$ cat src/rtl/stopwatch_ctrl.sv
// Stopwatch sequencing controller: MM:SS BCD digits, 1 s tick prescaler,
// IDLE/RUN/PAUSE/DONE state machine with count-up and preset countdown.
module stopwatch_ctrl #(
   parameter int unsigned DIV = 50000000,
   parameter int unsigned CW  = 26
) (
   input  logic        clk,
   input  logic        rst_n,
   input  logic        start_stop,
   input  logic        clear,
   input  logic        load,
   input  logic        mode,
   input  logic [15:0] preset_d,
   output logic [15:0] digits,
   output logic        running,
   output logic        zero,
   output logic        done,
   output logic [1:0]  state
);

   typedef enum logic [1:0] {
      ST_IDLE  = 2'b00,
      ST_RUN   = 2'b01,
      ST_PAUSE = 2'b10,
      ST_DONE  = 2'b11
   } state_t;

   localparam logic [CW-1:0] LP_TOP = CW'(DIV - 1);

   state_t         r_state;
   logic [15:0]    r_digits;
   logic [CW-1:0]  r_presc;
   logic           r_mode;
   logic           r_done;

   logic           w_tick;
   logic           w_zero;
   logic [15:0]    w_inc;
   logic [15:0]    w_dec;
   logic [15:0]    w_next;
   logic [15:0]    w_load_val;

   assign w_zero = (r_digits == '0);
   assign w_tick = (r_state == ST_RUN) && (r_presc == LP_TOP);
   assign w_next = r_mode ? w_dec : w_inc;

   always_comb begin
      w_inc = r_digits;
      if (r_digits[3:0] != 4'd9) w_inc[3:0] = r_digits[3:0] + 4'd1;
      else begin
         w_inc[3:0] = '0;
         if (r_digits[7:4] != 4'd5) w_inc[7:4] = r_digits[7:4] + 4'd1;
         else begin
            w_inc[7:4] = '0;
            if (r_digits[11:8] != 4'd9) w_inc[11:8] = r_digits[11:8] + 4'd1;
            else begin
               w_inc[11:8] = '0;
               w_inc[15:12] = (r_digits[15:12] != 4'd5) ? r_digits[15:12] + 4'd1 : '0;
            end
         end
      end
   end

   always_comb begin
      w_dec = r_digits;
      if (r_digits[3:0] != 4'd0) w_dec[3:0] = r_digits[3:0] - 4'd1;
      else begin
         w_dec[3:0] = 4'd9;
         if (r_digits[7:4] != 4'd0) w_dec[7:4] = r_digits[7:4] - 4'd1;
         else begin
            w_dec[7:4] = 4'd5;
            if (r_digits[11:8] != 4'd0) w_dec[11:8] = r_digits[11:8] - 4'd1;
            else begin
               w_dec[11:8] = 4'd9;
               w_dec[15:12] = (r_digits[15:12] != 4'd0) ? r_digits[15:12] - 4'd1 : 4'd5;
            end
         end
      end
   end

   always_comb begin
      w_load_val[15:12] = (preset_d[15:12] > 4'd5) ? 4'd5 : preset_d[15:12];
      w_load_val[11:8]  = (preset_d[11:8]  > 4'd9) ? 4'd9 : preset_d[11:8];
      w_load_val[7:4]   = (preset_d[7:4]   > 4'd5) ? 4'd5 : preset_d[7:4];
      w_load_val[3:0]   = (preset_d[3:0]   > 4'd9) ? 4'd9 : preset_d[3:0];
   end

   always_ff @(posedge clk or negedge rst_n) begin
      if (!rst_n) begin
         r_state  <= ST_IDLE;
         r_digits <= '0;
         r_presc  <= '0;
         r_mode   <= 1'b0;
         r_done   <= 1'b0;
      end else begin
         r_done <= 1'b0;
         if (clear) begin
            r_state  <= ST_IDLE;
            r_digits <= '0;
            r_presc  <= '0;
         end else begin
            case (r_state)
               ST_IDLE: begin
                  if (start_stop) begin
                     // a countdown from 00:00 has nothing to count, so stay idle
                     if (!(mode && w_zero)) begin
                        r_state <= ST_RUN;
                        r_mode  <= mode;
                        r_presc <= '0;
                     end
                  end else if (load) begin
                     r_digits <= w_load_val;
                     r_presc  <= '0;
                  end
               end
               ST_RUN: begin
                  r_presc <= w_tick ? '0 : r_presc + 1'b1;
                  if (w_tick) r_digits <= w_next;
                  // pause wins the state over a coincident tick; the digit update still lands
                  if (start_stop) r_state <= ST_PAUSE;
                  else if (w_tick && r_mode && (w_next == '0)) begin
                     r_state <= ST_DONE;
                     r_done  <= 1'b1;
                  end
               end
               ST_PAUSE: begin
                  if (start_stop) r_state <= ST_RUN;
                  else if (load) begin
                     r_digits <= w_load_val;
                     r_presc  <= '0;
                  end
               end
               ST_DONE: begin
                  if (start_stop) begin
                     r_state  <= ST_IDLE;
                     r_digits <= '0;
                     r_presc  <= '0;
                  end
               end
               default: r_state <= ST_IDLE;
            endcase
         end
      end
   end

   assign digits  = r_digits;
   assign done    = r_done;
   assign state   = r_state;
   assign zero    = w_zero;
   assign running = (r_state == ST_RUN);

endmodule

$ cat config.mk
export PLATFORM = sky130hd
export DESIGN_NAME = stopwatch_ctrl
export DESIGN_NICKNAME = d
export VERILOG_FILES = /design/src/rtl/stopwatch_ctrl.sv
export SDC_FILE = /design/constraint.sdc
export NUM_CORES = 1
export LEC_CHECK = 0
export CAP_MARGIN = 20
export CORE_MARGIN = 3
export CORE_UTILIZATION = 55
export CTS_CLUSTER_DIAMETER = 80
export DETAILED_ROUTE_END_ITERATION = 6
export GPL_TIMING_DRIVEN = 0
export HOLD_SLACK_MARGIN = 0.03
export PLACE_DENSITY = 0.8
export SYNTH_ARGS = -nofsm -noshare
export SYNTH_HDL_FRONTEND = slang
export SYNTH_SLANG_ARGS = --single-unit
$ cat constraint.sdc
create_clock -name clk -period 5.4 [get_ports clk]
set_input_delay 1.08 -clock clk [delete_from_list [all_inputs] [get_ports clk]]
set_output_delay 1.08 -clock clk [all_outputs]
set_load 0.1 [all_outputs]
; Word-level counts from Yosys, hierarchy flattened
; Index checks and enable logic that the tools add are counted.
[totals]
register_bits = 46
latchBits = 0
ram_bits = 0
rom_bits = 0
input_bits = 22
output_inout_bits = 21
word_cells = 99
mem_count = 0
[op_classes]
add_sub_neg = 9
n_mul = 0
n_div = 0
n_lt_le_gt_ge = 4
eq_ne = 18
shifts = 0
muxes = 45
n_bitwise = 2
n_reduce_logical = 16
[ops]
columns = op, n
row1 = $mux 26, 7
row2 = $pmux 26 s4, 1
row3 = $mux 16, 6
row4 = $mux 4, 14
row5 = $pmux 16 s3, 1
row6 = $logic_not 16->1, 2
row7 = $add 26x1->26 const B, 1
row8 = $eq 26x26->1 const B, 1
row9 = $mux 12, 2
row10 = $add 4x1->4 const B, 4
row11 = $mux 8, 2
row12 = $reduce_bool 4->1, 4
row13 = $sub 4x1->4 const B, 4
row14 = $ne 3x3->1 const B, 5
row15 = $mux 2, 7
row16 = $ne 4x3->1 const B, 3
row17 = $ne 4x4->1 const B, 3
row18 = $gt 4x3->1 const B, 2
row19 = $gt 4x4->1 const B, 2
row20 = $pmux 2 s4, 1
row21 = $reduce_and 4->1, 2
row22 = $ne 3x2->1 const B, 2
row23 = $reduce_and 5->1, 1
row24 = $eq 2x2->1 const B, 2
row25 = other kinds (8), 15

; Depth between registers and ports, before layout
[depth]
ltp_word = 12
mapped_depth = 9
ltp_nobuf = 7

; Least setup slack after synthesis
; No wires, ideal clock.
[synth_path]
path_type = register -> output
from = reg r_digits[6], in the netlist digits[6]
to = out zero
arrival_ns = 2.306
required_ns = 4.320
path_slack_ns = 2.014
path_stages_with_launch = 5
n_path_buf = 1
path_cell_list = dfrtp_1 clkbuf_1 nor3_1 and3_1 and4bb_2
[synth_between]
elab_chain_len = 1
[synth_lines]
columns = item, line
row1 = "start, declared", 31  ; logic [15:0] r_digits;
row2 = "start signal, assigned", 112  ; r_digits <= w_load_val;
row3 = "start signal, assigned", 118  ; if (w_tick) r_digits <= w_next;
row4 = "start signal, assigned", 129  ; r_digits <= w_load_val;
row5 = $logic_not 16->1, 43  ; assign w_zero = (r_digits == '0);
row6 = "end, declared", 16  ; output logic zero,
; Every way passes these cells.

; Worst setup path after layout
; Ends and elaborated chain as after synthesis.

==> key figures <==
STA
  – Setup repair after global routing missed its margin: false
  – Highest Clock Rate: 229 MHz
  – Final max-slew violation count: 0
  – Total Neg Setup Slack: 0 ns
  – Slew headroom: 25.5%
  – Worst clock skew on the final layout: roughly 0.015 ns
  – Count of endpoints failing setup in the final report: 0
  – Final clock period utilization by the worst path: between 80% and 90%
  – Min Clock Period, post-route: 4.37 ns
  – Transition time of the tightest slew-check pin: 1.11 ns
  – Number of hold violations in the final report: 0

Logic synthesis
  – Proportion of synthesized flip-flops having asynchronous set or reset: 100%
  – Syn nets: ~530
  – Top-count cell post-synth: sky130_fd_sc_hd__a21oi_1
  – Most frequent cells after synthesis: 50 x sky130_fd_sc_hd__a21oi_1, 49 x sky130_fd_sc_hd__nand2_1, 48 x sky130_fd_sc_hd__o21ai_0
  – Sequential fraction of the synthesis area: 29.2%
  – Main combinational cell family by area after synthesis: compound AO/OA/AOI/OAI gates
  – Multiplexer area fraction after synthesis: 1.65%
  – Post-Synth XOR/XNOR Area: between 4 and 5%
  – Synth area leaders: sky130_fd_sc_hd__dfrtp_1 29%, sky130_fd_sc_hd__a21oi_1 6.4%, sky130_fd_sc_hd__o21ai_0 6.1%
  – Synthesis warning total: 0
  – Number of flops mapped to enable cells by yosys: 0
  – Simple logic cell fraction of the synthesized area: 27.1%
  – Dominant cell type by area after synthesis: sky130_fd_sc_hd__dfrtp_1
  – Most common flop cell mapped by yosys: sky130_fd_sc_hd__dfrtp_1
  – Share of Yosys cell area claimed by the top area cell type: 29.2%
  – Unique masters post-synth: 71
  – Mean instance size in the synthesized netlist: 7.73 µm²
  – Adder-Cell Fraction of Synth Area: 0.318%
  – Complex-gate fraction of the synthesized area: 32.2%
  – Seq cells post-synth: 46
  – Netlist area before placement: 0.00394 mm²
  – Post-synthesis instance total: 510

Die
  – Floorplan core area: between 0.006 and 0.007 mm²
  – Overall die width: approximately 91 µm
  – Die height: 90.6 µm
  – Die Footprint: 0.00822 mm²
  – FP Rows: 30
  – Count of boundary I/O pins: 43
  – Effective utilization at floorplan: 57.4%

Status
  – Result of the run: complete, no violations

Clocking
  – Clk buf depth: 2
  – Clock latency on the worst-skew pair: ~0.32 ns
  – H-Tree Level Count: 2
  – TritonCTS buffer count: 5
  – Root cell of the clock tree: sky130_fd_sc_hd__clkbuf_8
  – Post-cts gate resize count: 0
  – CTS tree: built
  – Clock-pin slew of the registers on the worst-case setup and hold paths: 0.09 ns
  – Post-CTS setup-driven buffer insertion count: 0
  – Sink Count: 46
  – Hold-fix buffers at CTS: 0

Run
  – Max-Cap Viols: 0

Finish
  – Multi-input gate area in the final layout: around 0.0026 mm²
  – Combined flip-flop and latch cell area: 0.00115 mm²
  – Synthesis-to-finish area growth: 17.1%
  – Final #Nets: 583
  – Fraction of the core area covered by cells at the end of the flow: between 60 and 70%
  – Layout filler cell count: 617
  – Antenna cell count: 0
  – Fraction of layout instances using a drive strength above 1: 6.60%

Worst setup path
  – Highest net fanout along the worst path: 9
  – Crit path capture type: primary output
  – Cells traversed along the worst timing path: clkbuf_1, nor3_1, and3_1, and4bb_2, clkdlybuf4s50_1
  – Crit path DAT: 3.29 ns
  – Worst Path Class, Setup: flip-flop to primary output
  – Slowest cell on crit path: sky130_fd_sc_hd__clkdlybuf4s50_1
  – Endpoint required time on the critical path: 4.32 ns
  – Startpoint type of the worst setup path: flip-flop
  – Largest incremental delay on the critical path: roughly 1.2 ns

GRT
  – Total overflow reported by the global router: 0
  – Maximum number of pins on one net before global-route repair: 25
  – Global-route wire length before repair: 20.1 mm
  – Vias in the first global route: just over 4000
  – Number of antenna violations at the first check in global routing: 0
  – Combined global-route utilization of all metal layers: between 20 and 30%

Power
  – Leakage power: about 1.7 nW
  – Worst supply voltage drop on vdd: between 100 and 150 µV
  – Total power density per cell area: 245 mW/mm²

Place
  – Routability congestion estimate: 1.00
  – # port buffers: between 40 and 50
  – Sum of net half-perimeters after detailed placement: 8.96 mm

Route
  – Aggregate routed wire length: 12.4 mm
  – Number of antenna-violating nets in the routed design: 0
  – Routed WL per cell: between 15 and 20 µm
  – Total iterations of the first detailed-routing run: 6
  – Number of design-rule violations left by the first detailed-router iteration: 416
  – Total via count in the routed design: roughly 4300
  – Remaining DRCs: 0
  – Via density per instance: roughly 6.6

Min path
  – Type of the tightest min-delay check: flip-flop to flip-flop
[routing by layer]
layer	wire length (µm)	GRT usage, %
met4	417	13.9
met1	4900	38.0
met3	1060	4.08
met2	5980	49.4
met5	0	0
[metrics by stage]
stage	std cells	total power [mW]	instance area [µm²]	hold WS [ns]	setup slack, ns
after detailed placement	649	0.866	4500	0.545	1.43
after global routing	657	1.19	4610	0.597	0.900
after global placement	648	0.855	4480	0.547	1.40
final	657	1.13	4610	0.566	1.03
after CTS	657	1.13	4610	0.563	1.08
after floorplan	510	0.736	3940	0.504	2.01
[layout by cell type (no fill, tap or decap), types with 11 or more instances in the layout]
master	synthesis	final
sky130_fd_sc_hd__inv_1	15	15
sky130_fd_sc_hd__nand3_1	22	22
sky130_fd_sc_hd__dfrtp_1	46	46
sky130_fd_sc_hd__nor2b_1	12	12
sky130_fd_sc_hd__o31ai_1	12	12
sky130_fd_sc_hd__clkdlybuf4s50_1	0	41
sky130_fd_sc_hd__o21ai_0	48	48
sky130_fd_sc_hd__xnor2_1	11	11
sky130_fd_sc_hd__o2bb2ai_1	17	17
sky130_fd_sc_hd__nand2_1	49	49
sky130_fd_sc_hd__nor3_1	15	15
sky130_fd_sc_hd__nor2_1	34	34
sky130_fd_sc_hd__a21oi_1	50	50
sky130_fd_sc_hd__clkbuf_1	31	31
sky130_fd_sc_hd__nand4_1	11	11
[cells by family (layout without fill, tap and decap cells)]
group | after synthesis | count (layout)
adders and majority gates | 1 | 1
AOI/OAI and AO/OA | 191 | 191
muxes | 6 | 6
and+or+nand+nor | 193 | 193
DFF | 46 | 46
xor gates and xnor gates | 19 | 19
buffers and inverters | 54 | 105
[registers in the layout (all words and copies together), names as in the netlist]
signal   flops
r_presc     26
digits      16
state        2
done         1
r_mode       1
[power by group]
| part | switching [mW] | internal (mW) |
|---|---|---|
| registers | 0.0327 | 0.369 |
| clock network | 0.126 | 0.136 |
| logic | 0.315 | 0.152 |
[critical path, delay by kind of cell, from the launching register on]
kind | cells | cell delay [ns]
and+or+nand+nor | 3 | 1.21
DFF | 1 | 0.40
buffers and inverters | 2 | 1.37
[final timing paths]
path	depth (start not counted)	slack [ns]	startpoint	endpoint
setup / recovery	5	1.03	digits[6]	zero
hold / removal	1	0.57	r_presc[20]	r_presc[20]
setup reg to reg	9	2.49	r_presc[0]	digits[8]
hold reg to reg	1	0.57	r_presc[20]	r_presc[20]
max in group asynchronous	2	4.08	rst_n	r_presc[11]
min in group asynchronous	1	0.77	rst_n	digits[13]
[cell type report]
type / count / area share [%]
inverter: 16 / 1.30
sequential: 46 / 25.0
clock buffer: 5 / 1.49
multi-input combinational: 410 / 56.0
clock inverter: 3 / 0.868
tap: 96 / 2.60
timing repair buffer: 43 / 9.60
buffer: 38 / 3.20
(Power assumes the default switching activity.)
